`config.mk`:
```
export PLATFORM = sky130hd
export DESIGN_NAME = uart_rx_mode
export DESIGN_NICKNAME = d
export VERILOG_FILES = /design/src/rtl/uart_pkg.sv /design/src/rtl/baud_tick_gen.sv /design/src/rtl/uart_rx_mode.sv
export SDC_FILE = /design/constraint.sdc
export NUM_CORES = 1
export LEC_CHECK = 0
export ABC_AREA = 1
export BUFFER_PORTS_ARGS = -buffer_cell sky130_fd_sc_hd__buf_4
export CAP_MARGIN = 20
export CORE_UTILIZATION = 60
export DETAILED_ROUTE_END_ITERATION = 8
export MAX_ROUTING_LAYER = met4
export PLACE_DENSITY = 0.82
export SETUP_SLACK_MARGIN = 0.02
export SLEW_MARGIN = 20
export SYNTH_ARGS = -nofsm -noshare
export SYNTH_HDL_FRONTEND = slang
export SYNTH_SLANG_ARGS = --single-unit
```
`constraint.sdc`:
```
create_clock -name clk -period 3.5 [get_ports clk]
set_input_delay 0.7 -clock clk [delete_from_list [all_inputs] [get_ports clk]]
set_output_delay 0.7 -clock clk [all_outputs]
set_load 0.02 [all_outputs]
```
`src/rtl/uart_pkg.sv`:
```
`default_nettype none
// +--------------------------------------------------------------------+
// | uart_pkg : shared types and helpers for the 8N1 serial receiver    |
// | Rev 1.0                                                            |
// +--------------------------------------------------------------------+
package uart_pkg;

  localparam int OVERSAMPLE_DEFAULT = 16;

  typedef enum logic [2:0] {
    IDLE      = 3'd0,
    START     = 3'd1,
    DATA      = 3'd2,
    STOP      = 3'd3,
    WAIT_HIGH = 3'd4
  } rx_state_e;

  // Clocks per oversample tick, rounded to nearest and never below 1.
  function automatic int calc_div(input int clk_freq, input int baud, input int os);
    longint den;
    longint q;
    den = longint'(baud) * longint'(os);
    q   = (longint'(clk_freq) + den / 2) / den;
    return (q < 1) ? 1 : int'(q);
  endfunction

endpackage
`default_nettype wire

```
`src/rtl/baud_tick_gen.sv`:
```
`default_nettype none
// +--------------------------------------------------------------------+
// | baud_tick_gen : free-running divider, one-cycle tick every DIV clk |
// | Rev 1.0                                                            |
// +--------------------------------------------------------------------+
module baud_tick_gen #(
  parameter int DIV = 4
) (
  input  logic clk,
  input  logic rst,
  input  logic clr,
  output logic tick
);

  localparam int CNT_W = (DIV > 1) ? $clog2(DIV) : 1;
  localparam logic [CNT_W-1:0] CNT_MAX = CNT_W'(DIV - 1);

  logic [CNT_W-1:0] cnt_q;
  logic [CNT_W-1:0] cnt_d;
  logic             wrap;

  always_comb begin
    wrap  = (cnt_q == CNT_MAX);
    cnt_d = cnt_q + CNT_W'(1);
    if (clr || wrap) begin
      cnt_d = '0;
    end
  end

  always_ff @(posedge clk or posedge rst) begin
    if (rst) begin
      cnt_q <= '0;
    end else begin
      cnt_q <= cnt_d;
    end
  end

  // A clear takes priority so the first tick after a start lands exactly DIV clk later.
  assign tick = wrap && !clr;

endmodule
`default_nettype wire

```
`src/rtl/uart_rx_mode.sv`:
```
`default_nettype none
// +--------------------------------------------------------------------+
// | uart_rx_mode : oversampling 8N1 receiver holding the last good byte|
// | Rev 1.0                                                            |
// +--------------------------------------------------------------------+
module uart_rx_mode
  import uart_pkg::*;
#(
  parameter int CLK_FREQ   = 50_000_000,
  parameter int BAUD       = 115200,
  parameter int OVERSAMPLE = OVERSAMPLE_DEFAULT
) (
  input  logic       clk,
  input  logic       rst,
  input  logic       rxd,
  output logic [7:0] data_out,
  output logic       data_valid,
  output logic       frame_err,
  output logic       busy,
  output logic [7:0] mode_byte
);

  localparam int DIV   = calc_div(CLK_FREQ, BAUD, OVERSAMPLE);
  localparam int SUB_W = $clog2(OVERSAMPLE);
  localparam logic [SUB_W-1:0] SUB_HALF = SUB_W'(OVERSAMPLE / 2 - 1);
  localparam logic [SUB_W-1:0] SUB_LAST = SUB_W'(OVERSAMPLE - 1);

  rx_state_e        state_q, state_d;
  logic [1:0]       sync_q, sync_d;
  logic [SUB_W-1:0] sub_q, sub_d;
  logic [2:0]       bit_q, bit_d;
  logic [7:0]       shift_q, shift_d;
  logic [7:0]       data_out_q, data_out_d;
  logic [7:0]       mode_byte_q, mode_byte_d;
  logic             data_valid_q, data_valid_d;
  logic             frame_err_q, frame_err_d;
  logic             tick_clr;
  logic             tick;
  logic             rxs;

  baud_tick_gen #(
    .DIV (DIV)
  ) u_tick (
    .clk  (clk),
    .rst  (rst),
    .clr  (tick_clr),
    .tick (tick)
  );

  assign sync_d = {sync_q[0], rxd};
  assign rxs    = sync_q[1];

  always_comb begin
    state_d      = state_q;
    sub_d        = sub_q;
    bit_d        = bit_q;
    shift_d      = shift_q;
    data_out_d   = data_out_q;
    mode_byte_d  = mode_byte_q;
    data_valid_d = 1'b0;
    frame_err_d  = 1'b0;
    tick_clr     = 1'b0;

    unique case (state_q)
      IDLE: begin
        tick_clr = 1'b1;
        sub_d    = '0;
        bit_d    = '0;
        if (!rxs) begin
          state_d = START;
        end
      end

      START: begin
        if (tick) begin
          if (sub_q == SUB_HALF) begin
            sub_d   = '0;
            bit_d   = '0;
            state_d = rxs ? IDLE : DATA;
          end else begin
            sub_d = sub_q + SUB_W'(1);
          end
        end
      end

      DATA: begin
        if (tick) begin
          if (sub_q == SUB_LAST) begin
            sub_d   = '0;
            shift_d = {rxs, shift_q[7:1]};
            if (bit_q == 3'd7) begin
              state_d = STOP;
            end else begin
              bit_d = bit_q + 3'd1;
            end
          end else begin
            sub_d = sub_q + SUB_W'(1);
          end
        end
      end

      STOP: begin
        if (tick) begin
          if (sub_q == SUB_LAST) begin
            sub_d = '0;
            if (rxs) begin
              data_out_d   = shift_q;
              mode_byte_d  = shift_q;
              data_valid_d = 1'b1;
              state_d      = IDLE;
            end else begin
              // A low stop bit may be a break; hold off until the line recovers.
              frame_err_d = 1'b1;
              state_d     = WAIT_HIGH;
            end
          end else begin
            sub_d = sub_q + SUB_W'(1);
          end
        end
      end

      WAIT_HIGH: begin
        if (rxs) begin
          state_d = IDLE;
        end
      end

      default: begin
        state_d = IDLE;
      end
    endcase
  end

  always_ff @(posedge clk or posedge rst) begin
    if (rst) begin
      state_q      <= IDLE;
      sync_q       <= 2'b11;
      sub_q        <= '0;
      bit_q        <= '0;
      shift_q      <= '0;
      data_out_q   <= '0;
      mode_byte_q  <= '0;
      data_valid_q <= 1'b0;
      frame_err_q  <= 1'b0;
    end else begin
      state_q      <= state_d;
      sync_q       <= sync_d;
      sub_q        <= sub_d;
      bit_q        <= bit_d;
      shift_q      <= shift_d;
      data_out_q   <= data_out_d;
      mode_byte_q  <= mode_byte_d;
      data_valid_q <= data_valid_d;
      frame_err_q  <= frame_err_d;
    end
  end

  assign data_out   = data_out_q;
  assign mode_byte  = mode_byte_q;
  assign data_valid = data_valid_q;
  assign frame_err  = frame_err_q;
  assign busy       = (state_q != IDLE);

endmodule
`default_nettype wire

```
# After elaboration in Yosys (flattened, before gate mapping)

Cells that the tools add are included.
W data, S select, Z words.

Register bits after elaboration: 35
Input port bits: 3
Output and inout port bits: 19
Logic and storage cells: 77

Add/sub/neg operators: 3
Eq/ne operators: 19
Mux-type cells: 33
Reduce and logical (&&, ||, !) cells: 13

Operators by type and width:

| kind                  | number |
|---|---|
| $mux W3               | 15 |
| $ne A2 B2 Y1 const B  | 10 |
| $mux W4               | 4 |
| $pmux W3 S5           | 1 |
| $pmux W4 S3           | 1 |
| $mux W1               | 9 |
| $pmux W3 S3           | 1 |
| $reduce_and A9 Y1     | 1 |
| $reduce_bool A3 Y1    | 3 |
| $eq A3 B2 Y1 const B  | 2 |
| $eq A3 B3 Y1 const B  | 2 |
| $reduce_and A3 Y1     | 2 |
| $reduce_and A6 Y1     | 1 |
| $add A5 B1 Y5 const B | 1 |
| $eq A5 B5 Y1 const B  | 1 |
| $mux W5               | 1 |
| $add A4 B1 Y4 const B | 1 |
| $eq A4 B3 Y1 const B  | 1 |
| $eq A4 B4 Y1 const B  | 1 |
| $reduce_and A4 Y1     | 1 |
| $add A3 B1 Y3 const B | 1 |
| $eq A3 B1 Y1 const B  | 1 |
| $logic_not A3 Y1      | 1 |
| $mux W2               | 1 |
| 5 further kinds       | 5 |

# Longest topological paths before layout

Gate-level depths: netlist of run 1.

Depth in word-level cells: 6
Gate-level depth with buffers: 10
Depth with buffers taken out: 10

# Hierarchy

Synthesis of run 1 repeated with hierarchy kept, for this count alone.

Cells, all modules: 203
Area, all modules: 1,784.2 um^2

Modules (own cells, without submodules):

| module        | instances | cells each | area an instance (um^2) | seq. area each (um^2) |
|---|---|---|---|---|
| uart_rx_mode  | 1         | 171        | 1,520.2                 | 753.2 |
| baud_tick_gen | 1         | 32         | 264.0                   | 125.1 |

# Least setup slack after synthesis of run 1

OpenSTA, ideal clock, no wires.

Path kind: register to output
From: reg state_q[0]
To: out busy
Arrival: 0.792 ns
Data required time: 2.800 ns
Slack: 2.008 ns
Cell stages (with the launch flop): 3
Buffers on the path: 0
Path through: dfrtp_1 -> nor2_2 -> nand2_4

Word-level cells in the longest chain between the ends: 1

Ends and longest elaborated chain:

| element                | line                | RTL |
|---|---|---|
| from (decl)            | uart_rx_mode.sv:28  | `rx_state_e state_q, state_d;` |
| from (signal assigned) | uart_rx_mode.sv:146 | `state_q <= state_d;` |
| $reduce_bool A3 Y1     | uart_rx_mode.sv:162 | `assign busy = (state_q != IDLE);` |
| to (decl)              | uart_rx_mode.sv:19  | `output logic busy,` |

Every way passes these cells.

# Final worst setup path of run 1

From: reg state_q[1]
To: out busy

The elaborated chain is that of the path after synthesis.

==> flow_summary.yaml, run 1 <==
cts:
  clockBufferDepth: 2
  post_cts_buffers: 0
  ctsRootBufferMaster: "clkbuf_4"
  h-tree-depth: 2
  path_clk_slew_ns: 0.10
  cts_hold_buffers: 0
  worstSkewPairLatency_ns: 0.35
  numCtsBuffers: 5
  cts.sinks: 35
  cts_resized: 0
  cts_tree: "yes"
synthesis:
  ys_ff_latch: 35
  yosys.area.top_type: "dfrtp_1"
  yosysSeqAreaShare_pct: 48.9
  synth_mux_area_share_pct: 0
  synth_flop_cell: "dfrtp_1"
  synth_edf_count: 0
  synth-adder-area-share_pct: 3.48
  async_flop_share_pct: 100
  synth.most_common_cell: "nand2_1"
  avgSynthCellArea_um2: 9.22
  synth.top_cells.by_count: "nand2_1, dfrtp_1, inv_1"
  synth_area_leaders: "dfrtp_1, nand2_1, o21ai_2, nand3_1, buf_4"
  synth_compound_area_share_pct: 10.5
  syn_inst: 195
  ys_warn_count: 0
  syn-num-nets: 203
  ys_types: 29
  netlist_area_um2: 1800
  synthXorXnorAreaFrac_pct: 1.46
  synth_top_area_share_pct: 45.9
  synth_top_family_by_area: "simple AND/OR/NAND/NOR gates"
  synth-simple-area-share_pct: 25.1
layout:
  final_util_pct: 69.9
  fin_nets: 220
  drive_gt1_share_pct: 31.0
  area_growth_pct: 9.05
  antenna_cells: 0
  fillerInstances: 229
  design_area_um2: 1960
  ff_latch_area_um2: 878
  stdcell_count: 244
  multi_input_comb_area_um2: 729
drt:
  drt_iter0_drc: 61
  viasPerCell: 5.20
  drt-pass1-iter-count: 6
  avgRoutedWirePerCell_um: 12.1
  drt-total-wl_mm: 2.96
  drc_errors: 2
  ant_nets: 0
  dr_total_vias: 1270
power_and_ir_drop:
  power_uw: 632
  powerDensity_nw_per_um2: 322
  irDropWorstVdd_mv: 0.272
  p_leak_uw: 0.000979
die:
  fp.dieW_um: 56.7
  initial_core_util_pct: 64.1
  core_area_um2: 2810
  num_rows: 19
  io_pins: 22
  die_h_um: 56.7
  dieArea_um2: 3220
placement:
  place_area_um2: 1910
  place_inst: 236
  portBuffers: 21
  hpwl_mm: 2.15
  place_congestion: 0.883
global_routing:
  grt_overflow_total: 0
  grt_max_degree: 36
  grt_use_total_pct: 23.0
  grt_pass1_wl_mm: 5.26
  grt_pass1_vias: 1181
  antenna_found_initial: 0
critical_path:
  cp_max_fo: 12
  r2r_start: "sub_q[0]$_DFFE_PP0P_"
  crit_end: "busy"
  rrSetupSlack_ns: 1.86
  critPathMaxStageDelay_ns: 0.55
  critPathCaptureType: "primary output"
  worstSetupPathType: "register to primary output"
  crit_cells: 3
  cpLargestDelayFamily: "flip-flops"
  crit_chain: "nor2_2 > nand2_4 > buf_4"
  cp_num_buf_inv: 1
  cp.required_ns: 2.80
  crit_path_start: "state_q[1]$_DFFE_PP0P_"
  cp-start-kind: "register"
  cp_slowest_cell: "dfrtp_1"
  r2r-end: "shift_q[5]$_DFFE_PP0P_"
  rr_worst_depth: 8
  cp_data_arrival_time_ns: 1.46
timing:
  period_share_pct: 61.6
  clock_skew_ns: 0.00942
  setup_viol: 0
  hold_viol: 0
  fin_setup_tns_ns: 0
  rsz0062_at_grt: "false"
  max_freq_mhz: 464
  tightest_slew_ns: 0.442
  slew_violations: 0
  fin_crit_ns: 2.16
  max_slew_margin_pct: 70.5
min_path:
  hold_class: "register to register"
  min_path_cells: 0
run_status:
  failed_checks: "DRC"
  status: "finished with violations"
run:
  cap_violations: 0
worst min-delay path by stage:
stage	to	from
2_1_floorplan	sync_q[1]$_DFF_PP1_	sync_q[0]$_DFF_PP1_
3_3_place_gp	sync_q[1]$_DFF_PP1_	sync_q[0]$_DFF_PP1_
3_5_place_dp	sync_q[1]$_DFF_PP1_	sync_q[0]$_DFF_PP1_
4_1_cts	sync_q[1]$_DFF_PP1_	sync_q[0]$_DFF_PP1_
5_1_grt	sync_q[1]$_DFF_PP1_	sync_q[0]$_DFF_PP1_
6_report	sync_q[1]$_DFF_PP1_	sync_q[0]$_DFF_PP1_
worst register-to-register path: stages (launching register included):
cell and delay, ns:
dfrtp_1 0.41, ha_1 0.23, nand3_1 0.16, inv_1 0.13
nand3_4 0.10, inv_4 0.09, nand3_4 0.20, nand2_1 0.15
o21ai_2 0.06
cell families after synthesis:
family,after synthesis
buffers and inverters,36
XOR/XNOR,3
flip-flops,35
AO/OA/AOI/OAI,26
adder cells (fa/ha/maj),5
AND/OR/NAND/NOR,90
layout by cell type, fill, tap and decap left out, types with 2 or more instances in the layout:
cell type,n
a21oi_1,4
buf_4,22
clkbuf_4,5
dfrtp_1,33
dfstp_2,2
ha_1,5
inv_1,18
inv_2,3
inv_4,2
nand2_1,44
nand2_2,2
nand2_4,2
nand3_1,14
nand3_4,2
nand4_1,4
nor2_1,11
nor2_2,5
nor2_4,2
nor3_1,2
o21ai_0,2
o21ai_1,3
o21ai_2,15
o22ai_1,2
xor2_1,2
cell type report:
class | instances | area share (%)
well taps | 31 | 1.98
inverters | 24 | 4.85
repair buffers | 22 | 8.42
clock buffers | 6 | 2.11
clock inverters | 2 | 0.638
flip-flops and latches | 35 | 44.8
multi-input cells | 124 | 37.2
registers in the layout (all words and copies together), names as in the netlist:
signal        flops
sync_q            2
data_valid        1
state_q           3
frame_err         1
bit_q             3
shift_q           8
u_tick.cnt_q      5
sub_q             4
mode_byte         8
per-layer routing:
layer  track usage (%)  share of wire [%]
met2              36.2                 50
met3              8.29                4.5
met1              26.4                 43
met4              10.5                2.3
met5                 -                  0
power breakdown:
group | internal [uW] | total (uW) | switching [uW]
Combinational | 2.60 | 11.5 | 8.92
Clock | 77.4 | 213 | 136
Sequential | 406 | 407 | 1.03
per-stage QoR:
stage / hold slack, ns / setup slack, ns
6_report: 0.371 / 1.34
5_1_grt: 0.376 / 1.25
4_1_cts: 0.371 / 1.32
3_5_place_dp: 0.349 / 1.72
3_3_place_gp: 0.347 / 1.76
2_1_floorplan: 0.345 / 2.01
Power figures use the tool's default switching activity.
==> run 2, diff against run 1 <==
Settings changed: CORE_UTILIZATION 60 to 51, PLACE_DENSITY 0.82 to 0.74.
Clock period 3.5 ns to 1.9 ns, I/O delays scaled along.
==> run 2 against run 1 <==
  * The flow now finishes without violations
  * Via count decreased by 2.0%
  * Sequential power grew 84%
  * Largest power group unchanged
  * Non-clock buffer count rose by 2
  * First-iteration DRC count up 26%
  * Cell area rose by 1.5%
  * Sequential share of layout area decreased by 0.68 points
  * Global-route usage is 5.0 points lower
  * Final cell count up 7.0%
  * Die area grew 17%
  * Clock skew decreased by 0.0063 ns
==> flow_summary.yaml, run 2 (synthesis gave the netlist of run 1 again) <==
run_status:
  status: "completed"
critical_path:
  worstSetupPathType: "register to primary output"
  cp_max_fo: 6
  cp.required_ns: 1.52
  cp-start-kind: "register"
  critPathCaptureType: "primary output"
  cp_data_arrival_time_ns: 1.36
global_routing:
  grt_pass1_wl_mm: 4.63
  grt_pass1_vias: 1083
  grt_max_degree: 36
  grt_use_total_pct: 18.0
  antenna_found_initial: 0
  grt_overflow_total: 0
timing:
  hold_viol: 0
  slew_violations: 0
  fin_crit_ns: 1.74
  whs_ns: 0.134
  max_freq_mhz: 574
  period_share_pct: 91.8
  max_slew_margin_pct: 70.6
  tightest_slew_ns: 0.441
  clock_skew_ns: 0.00315
  setup_viol: 0
  rsz0062_at_grt: "false"
  fin_setup_tns_ns: 0
drt:
  viasPerCell: 4.77
  dr_total_vias: 1244
  ant_nets: 0
  drc_errors: 0
  avgRoutedWirePerCell_um: 11.0
  drt_iter0_drc: 77
  drt-pass1-iter-count: 4
  drt-total-wl_mm: 2.87
power_and_ir_drop:
  p_sw_uw: 256
  power_frac_clock_pct: 33.1
  p_leak_uw: 0.000991
  irDropWorstVdd_mv: 0.473
  seqPwrFrac_pct: 65.0
  switching_share_pct: 22.2
  powerDensity_nw_per_um2: 579
  combinationalPowerShare_pct: 1.8
  power_uw: 1150
  power.internal_uw: 897
die:
  dieArea_um2: 3770
  io_pins: 22
  fp.dieW_um: 61.4
  die_h_um: 61.4
  num_rows: 21
  core_area_um2: 3360
  initial_core_util_pct: 53.5
cts:
  worstSkewPairLatency_ns: 0.33
  clockBufferDepth: 2
  ctsRootBufferMaster: "clkbuf_4"
  post_cts_buffers: 0
  h-tree-depth: 2
  cts_hold_buffers: 0
  cts_tree: "yes"
  path_clk_slew_ns: 0.10
  numCtsBuffers: 5
  cts.sinks: 35
  cts_resized: 0
layout:
  antenna_cells: 0
  drive_gt1_share_pct: 31.2
  fillerInstances: 315
  final_cell_mix: "nand2_1, dfrtp_1, buf_4"
  fin_nets: 222
  layout_commonest_cell: "nand2_1"
  area_growth_pct: 10.7
placement:
  hpwl_mm: 2.09
  place_congestion: 0.836
  portBuffers: 21
run:
  cap_violations: 0
min_path:
  hold_class: "input pin to asynchronous set/reset pin"
==> run 2: cell types whose count changed in the layout (fill, tap and decap cells not counted) <==
cell	change
clkbuf_1	+1
clkinvlp_4	-1
buf_4	+2
==> run 2: layer usage <==
metal / track usage [%] / up-vias / share of wire [%]
li1: - / 657 / -
met1: 22.9 / 568 / 50
met2: 26.6 / 17 / 46
met3: 6.93 / 2 / 3.7
met4: 5.71 / 0 / 0.52
met5: - / - / 0
==> run 2: per-stage QoR <==
| stage | utilization [%] | std cells | worst slack [ns] | cell area (um2) |
|---|---|---|---|---|
| after CTS | 59.2 | 261 | 0.142 | 1990 |
| final | 59.2 | 261 | 0.157 | 1990 |
| after global routing | 59.2 | 261 | 0.0693 | 1990 |
| after detailed placement | 57.7 | 253 | 0.273 | 1940 |
| after global placement | 57.7 | 253 | 0.315 | 1940 |
| after floorplan | - | 195 | 0.433 | 1800 |
==> run 2: area by class of cell <==
type                       instances  area, um2  area share (%)
clock buffer                       7       45.0            2.26
tap                               46       57.6            2.89
timing repair buffer              24        180            9.05
inverter                          24       95.1            4.78
sequential                        35        878            44.1
multi-input combinational        124        729            36.6
clock inverter                     1       5.00           0.251
==> run 2: critical path: stages, from the launching register on <==
cell	delay [ns]
dfrtp_1	0.48
nor2_2	0.28
nand2_4	0.11
buf_4	0.17
==> run 2: path summary, 6_finish.rpt <==
kind                                           start  depth (start not counted)  slack, ns                      to
max in group asynchronous                        rst                          3       1.42     sync_q[0]$_DFF_PP1_
min in group clk                                 rxd                          1       0.15     sync_q[0]$_DFF_PP1_
min                                              rst                          3       0.13    data_valid$_DFF_PP0_
max reg2reg                u_tick.cnt_q[0]$_DFF_PP0_                          9       0.29  shift_q[7]$_DFFE_PP0P_
max                           state_q[0]$_DFFE_PP0P_                          3       0.16                    busy
min reg2reg                      sync_q[0]$_DFF_PP1_                          0       0.36     sync_q[1]$_DFF_PP1_
==> run 2: power by group through the flow <==
stage / registers [uW] / logic, uW / clock network [uW]
floorplan: 764 / 13.3 / 0
global placement: 764 / 22.2 / 0
detailed placement: 765 / 22.4 / 0
CTS: 750 / 22.4 / 392
global route: 751 / 25.1 / 426
finish: 750 / 21.1 / 382
